<file path="config.mk">
export PLATFORM = sky130hd
export DESIGN_NAME = uop_queue
export DESIGN_NICKNAME = d
export VERILOG_FILES = /design/src/rtl/uop_pkg.sv /design/src/rtl/uop_queue_mem.sv /design/src/rtl/uop_queue.sv
export SDC_FILE = /design/constraint.sdc
export NUM_CORES = 1
export LEC_CHECK = 0
export CELL_PAD_IN_SITES_DETAIL_PLACEMENT = 1
export CELL_PAD_IN_SITES_GLOBAL_PLACEMENT = 1
export CORE_MARGIN = 3
export CORE_UTILIZATION = 24
export DETAILED_ROUTE_END_ITERATION = 8
export PLACE_DENSITY_LB_ADDON = 0.08
export SLEW_MARGIN = 20
export SYNTH_ARGS = -nofsm -noshare
export SYNTH_HDL_FRONTEND = slang
export SYNTH_SLANG_ARGS = --single-unit
</file>
<file path="constraint.sdc">
create_clock -name clk -period 10.4 [get_ports clk]
set_clock_uncertainty 0.1 [all_clocks]
set_input_delay 2.6 -clock clk [delete_from_list [all_inputs] [get_ports clk]]
set_output_delay 2.6 -clock clk [all_outputs]
set_load 0.1 [all_outputs]
</file>
<file path="src/rtl/uop_pkg.sv">
// Shared types and sizing helpers for the micro-op queue.
// The micro-op word layout and the default queue geometry live here.
package uop_pkg;

  localparam int UOP_WIDTH       = 64;
  localparam int UOP_QUEUE_DEPTH = 8;

  typedef struct packed {
    logic [7:0]  opcode;
    logic [5:0]  rd;
    logic [5:0]  rs1;
    logic [5:0]  rs2;
    logic [1:0]  fu;
    logic [35:0] imm;
  } uop_t;

  // Pointer width for a power-of-two entry count; never narrower than 1 bit.
  function automatic int ptr_w(input int depth);
    return (depth > 1) ? $clog2(depth) : 1;
  endfunction

  // Count width must also represent the full value DEPTH.
  function automatic int cnt_w(input int depth);
    return $clog2(depth + 1);
  endfunction

endpackage

</file>
<file path="src/rtl/uop_queue_mem.sv">
// Storage array for uop_queue: one write port, one asynchronous read port.
// Contents are zeroed by the synchronous active-low reset so the head word is never X.
module uop_queue_mem
  import uop_pkg::*;
#(
  parameter int DEPTH = UOP_QUEUE_DEPTH,
  parameter int UOP_W = UOP_WIDTH,
  parameter int PW    = ptr_w(DEPTH)
) (
  input  logic             clk,
  input  logic             reset,
  input  logic             we_i,
  input  logic [PW-1:0]    waddr_i,
  input  logic [UOP_W-1:0] wdata_i,
  input  logic [PW-1:0]    raddr_i,
  output logic [UOP_W-1:0] rdata_o
);

  logic [UOP_W-1:0] mem_q [DEPTH];

  // NOTE: the array is cleared on reset on purpose: uop_out is visible while
  // the queue is empty and must read 0, not X, after reset.
  always_ff @(posedge clk) begin
    if (!reset) begin
      for (int i = 0; i < DEPTH; i++) begin
        mem_q[i] <= '0;
      end
    end else if (we_i) begin
      mem_q[waddr_i] <= wdata_i;
    end
  end

  assign rdata_o = mem_q[raddr_i];

endmodule

</file>
<file path="src/rtl/uop_queue.sv">
// Micro-op FIFO between decode and issue using the valid/stalled handshake.
// Optional perf ports (occupancy, high_water) are built when UOP_QUEUE_OCC_EN is defined.
module uop_queue
  import uop_pkg::*;
#(
  parameter int DEPTH = UOP_QUEUE_DEPTH,
  parameter int UOP_W = UOP_WIDTH
) (
  input  logic                          clk,
  input  logic                          reset,
  input  logic                          clear,
  input  logic                          enabled,
  input  logic                          prev_valid,
  input  logic [UOP_W-1:0]              uop_in,
  output logic                          stalled,
  output logic                          valid,
  output logic [UOP_W-1:0]              uop_out,
  input  logic                          next_stalled
`ifdef UOP_QUEUE_OCC_EN
  ,
  output logic [$clog2(DEPTH+1)-1:0]    occupancy,
  output logic [$clog2(DEPTH+1)-1:0]    high_water
`endif
);

  localparam int PW = ptr_w(DEPTH);
  localparam int CW = cnt_w(DEPTH);

  if ((DEPTH < 2) || ((DEPTH & (DEPTH - 1)) != 0)) begin : g_bad_depth
    $error("uop_queue: DEPTH must be a power of two and at least 2");
  end

  logic [PW-1:0] wr_ptr_q, wr_ptr_d;
  logic [PW-1:0] rd_ptr_q, rd_ptr_d;
  logic [CW-1:0] count_q,  count_d;
  logic          push, pop;

  // Both handshake outputs decode registered count only, so next_stalled
  // never reaches stalled combinationally.
  assign stalled = (count_q == CW'(DEPTH));
  assign valid   = (count_q != '0);

  // clear wins over both sides: a same-cycle push is discarded, not written.
  assign push = enabled & prev_valid   & ~stalled & ~clear;
  assign pop  = enabled & valid        & ~next_stalled & ~clear;

  // NOTE: every signal assigned here gets a default first, so no path
  // through the block can leave it unassigned and infer a latch.
  always_comb begin
    wr_ptr_d = wr_ptr_q;
    rd_ptr_d = rd_ptr_q;
    count_d  = count_q;
    if (clear) begin
      wr_ptr_d = '0;
      rd_ptr_d = '0;
      count_d  = '0;
    end else begin
      if (push) wr_ptr_d = wr_ptr_q + PW'(1);
      if (pop)  rd_ptr_d = rd_ptr_q + PW'(1);
      unique case ({push, pop})
        2'b10:   count_d = count_q + CW'(1);
        2'b01:   count_d = count_q - CW'(1);
        default: count_d = count_q;
      endcase
    end
  end

  // NOTE: state registers use non-blocking assignments so every flop samples
  // the pre-edge values regardless of statement order.
  always_ff @(posedge clk) begin
    if (!reset) begin
      wr_ptr_q <= '0;
      rd_ptr_q <= '0;
      count_q  <= '0;
    end else begin
      wr_ptr_q <= wr_ptr_d;
      rd_ptr_q <= rd_ptr_d;
      count_q  <= count_d;
    end
  end

  uop_queue_mem #(
    .DEPTH (DEPTH),
    .UOP_W (UOP_W),
    .PW    (PW)
  ) u_mem (
    .clk     (clk),
    .reset   (reset),
    .we_i    (push),
    .waddr_i (wr_ptr_q),
    .wdata_i (uop_in),
    .raddr_i (rd_ptr_q),
    .rdata_o (uop_out)
  );

`ifdef UOP_QUEUE_OCC_EN
  logic [CW-1:0] high_water_q, high_water_d;

  // Track the post-update count so high_water moves in step with occupancy.
  always_comb begin
    high_water_d = high_water_q;
    if (clear) begin
      high_water_d = '0;
    end else if (count_d > high_water_q) begin
      high_water_d = count_d;
    end
  end

  always_ff @(posedge clk) begin
    if (!reset) begin
      high_water_q <= '0;
    end else begin
      high_water_q <= high_water_d;
    end
  end

  assign occupancy  = count_q;
  assign high_water = high_water_q;
`endif

endmodule
</file>
==> impl_metrics.py <==
metrics = {
    "clocking": {
        "post_cts_buffers": 0,
        "cts_sinks": 525,
        "path_clk_slew_ns": 0.06,
        "root_buffer": "clkbuf_16",
        "clk_latency_ns": 0.60,
        "cts_inserted_buffers": 66,
        "ctsResizeCount": 0,
        "cts_tree": "built",
        "h-tree-depth": 3,
        "ctsHoldBuffers": 0,
        "clock_path_buffers": 3,
    },
    "route": {
        "drt_iter0_markers": 700,
        "drt_wl_total_um": 73800,
        "wire_per_inst_um": 25.8,
        "drtAntennaViolNets": 0,
        "drc_errors": 0,
        "vias": 12800,
        "first_pass_iters": 4,
        "via_per_inst": 4.48,
    },
    "floorplanning": {
        "fp.dieArea_um2": 102000,
        "die_y_um": 320,
        "pin_count": 136,
        "fp.dieW_um": 320,
        "start_util_pct": 24.3,
        "core_um2": 97100,
        "row_count": 114,
    },
    "timing": {
        "fmax_mhz": 151,
        "hold_viol_final": 0,
        "tightest_slew_ns": 1.06,
        "setup-tns-final_ns": 0,
        "setup_viol": 0,
        "period_minus_slack_ns": 6.61,
        "rsz0062_at_grt": "no",
        "slew_viol_final": 0,
        "maxSlewHeadroom_pct": 29.6,
        "finalCritPeriodShare_pct": 63.6,
    },
    "power_and_ir_drop": {
        "ir_worst_vdd_v": 0.0000866,
        "p_per_area_nw_per_um2": 173,
        "leakage_uw": 0.0104,
    },
    "placement": {
        "gp_congestion": 0.650,
        "io_buffer_count": 135,
        "dpl.hpwl_um": 37100,
    },
    "global_routing": {
        "overflow": 0,
        "grt_pass1_wl_um": 107000,
        "grt.total_usage_pct": 14.6,
        "grt_antenna_before_repair": 2,
        "grt_pass1_vias": 14700,
        "grt_max_degree": 103,
    },
    "synth": {
        "synth_xor_area_share_pct": 0.223,
        "synth_compound_area_share_pct": 0.339,
        "synth_flop_cell": "edfxtp_1",
        "async_reset_ff_share_pct": 0,
        "synth-seq-cells": 525,
        "muxShareOfSynthArea_pct": 15.4,
        "synth_area_um2": 23600,
        "synth_fa_ha_area_share_pct": 0.350,
        "synth_fp_nets": 1490,
        "synth-simple-area-share_pct": 15.3,
        "synth_cell_types": 41,
        "syn_inst": 1414,
        "synth_top_family_by_area": "multiplexers",
        "avgSynthCellArea_um2": 16.7,
        "synth-edff-count": 512,
        "yosysWarnings": 0,
        "ys_seq_area_share_pct": 66.3,
    },
    "worst_setup_path": {
        "start_kind": "input port",
        "critical_path_class": "input port to flip-flop",
        "cp.arrival_ns": 6.97,
        "critPathRequiredTime_ns": 10.76,
        "cp-end-kind": "flip-flop",
        "cp_max_fo": 92,
    },
    "finish": {
        "drive_gt1_share_pct": 23.7,
        "areaGrowthSynthToFinish_pct": 20.6,
        "final_cell_mix": "512 x edfxtp_1, 270 x and2_1, 193 x and3_1",
        "nets": 1616,
        "mostFrequentLayoutCell": "edfxtp_1",
        "post-route-util_pct": 29.3,
    },
    "run_status": {
        "outcome": "completed",
    },
    "hold_path": {
        "min_path_type": "flip-flop to flip-flop",
    },
    "job": {
        "max_cap_viol_count": 0,
    },
}
critical path: stages:
cell	delay, ns
clkdlybuf4s50_1	1.03
nand2b_1	0.48
nor3_2	0.31
buf_4	0.71
nor2b_4	0.91
buf_4	0.64
and2_4	0.24
cell type report:
| cell class | instances | area, um^2 |
|---|---|---|
| Antenna cell | 6 | 15.0 |
| Clock buffer | 92 | 1860 |
| Fill cell | 9977 | 68700 |
| Timing Repair Buffer | 167 | 1620 |
| Inverter | 6 | 27.5 |
| Sequential cell | 525 | 15600 |
| Clock inverter | 17 | 124 |
| Tap cell | 1276 | 1600 |
| Multi-Input combinational cell | 774 | 7570 |
cell families after synthesis:
group,after synthesis
buffers and inverters,115
AND/OR/NAND/NOR,554
multiplexers,194
AO/OA/AOI/OAI,14
adder cells (fa/ha/maj),6
flip-flops,525
XOR/XNOR,6
flip-flops by register name, summed over array words and instances, names as in the netlist, named ones only:
register / flops
count_q: 4
rd_ptr_q: 3
u_mem.mem_q: 512
wr_ptr_q: 3
synthesized netlist by cell type (2+ instances only):
cell type | n | area [um^2]
dfxtp_1 | 13 | 260
and3_1 | 193 | 1210
a21oi_1 | 3 | 15.0
o31ai_1 | 3 | 22.5
mux4_2 | 128 | 2880
and2_1 | 270 | 1690
nand2b_1 | 4 | 25.0
clkbuf_2 | 6 | 30.0
nand2_1 | 4 | 15.0
mux2_2 | 64 | 721
inv_1 | 5 | 18.8
buf_6 | 7 | 78.8
edfxtp_1 | 512 | 15400
clkbuf_1 | 80 | 300
xor2_1 | 5 | 43.8
ha_1 | 5 | 62.6
mux2i_1 | 2 | 20.0
and2_4 | 50 | 438
nor2_1 | 16 | 60.1
nor3_4 | 3 | 48.8
buf_2 | 15 | 75.1
o21ai_0 | 7 | 35.0
where the power goes:
part / internal [uW] / switching, uW
registers: 2390 / 19.6
clock network: 1280 / 890
logic: 99.3 / 246
metal layers:
layer | GRT usage (%) | routed length (um)
met5 | 0 | 11
met4 | 3.07 | 1070
met3 | 2.45 | 2570
met2 | 24.5 | 35500
met1 | 19.8 | 34600
final timing paths:
kind	slack [ns]	cells past startpoint	startpoint	endpoint
hold / removal	0.39	2	count_q[3]$_SDFFE_PP0P_	count_q[3]$_SDFFE_PP0P_
setup reg to reg	6.88	6	count_q[0]$_SDFFE_PP0P_	u_mem.mem_q[2][8]$_SDFFCE_PN0P_
hold reg to reg	0.39	2	count_q[3]$_SDFFE_PP0P_	count_q[3]$_SDFFE_PP0P_
setup / recovery	3.79	7	reset	u_mem.mem_q[0][30]$_SDFFCE_PN0P_
stage by stage:
step           cell area [um^2]  instances  hold WS (ns)  setup WS [ns]  power (uW)
3_5_place_dp              26500       2748         0.386           3.02        2810
6_report                  28500       2863         0.388           3.79        4930
2_1_floorplan             23600       1414         0.352           1.69        2670
4_1_cts                   28400       2857         0.394           3.51        5030
3_3_place_gp              26500       2748         0.383           3.13        2810
5_1_grt                   28400       2857         0.447           3.46        5120
Power figures use the tool's default switching activity.
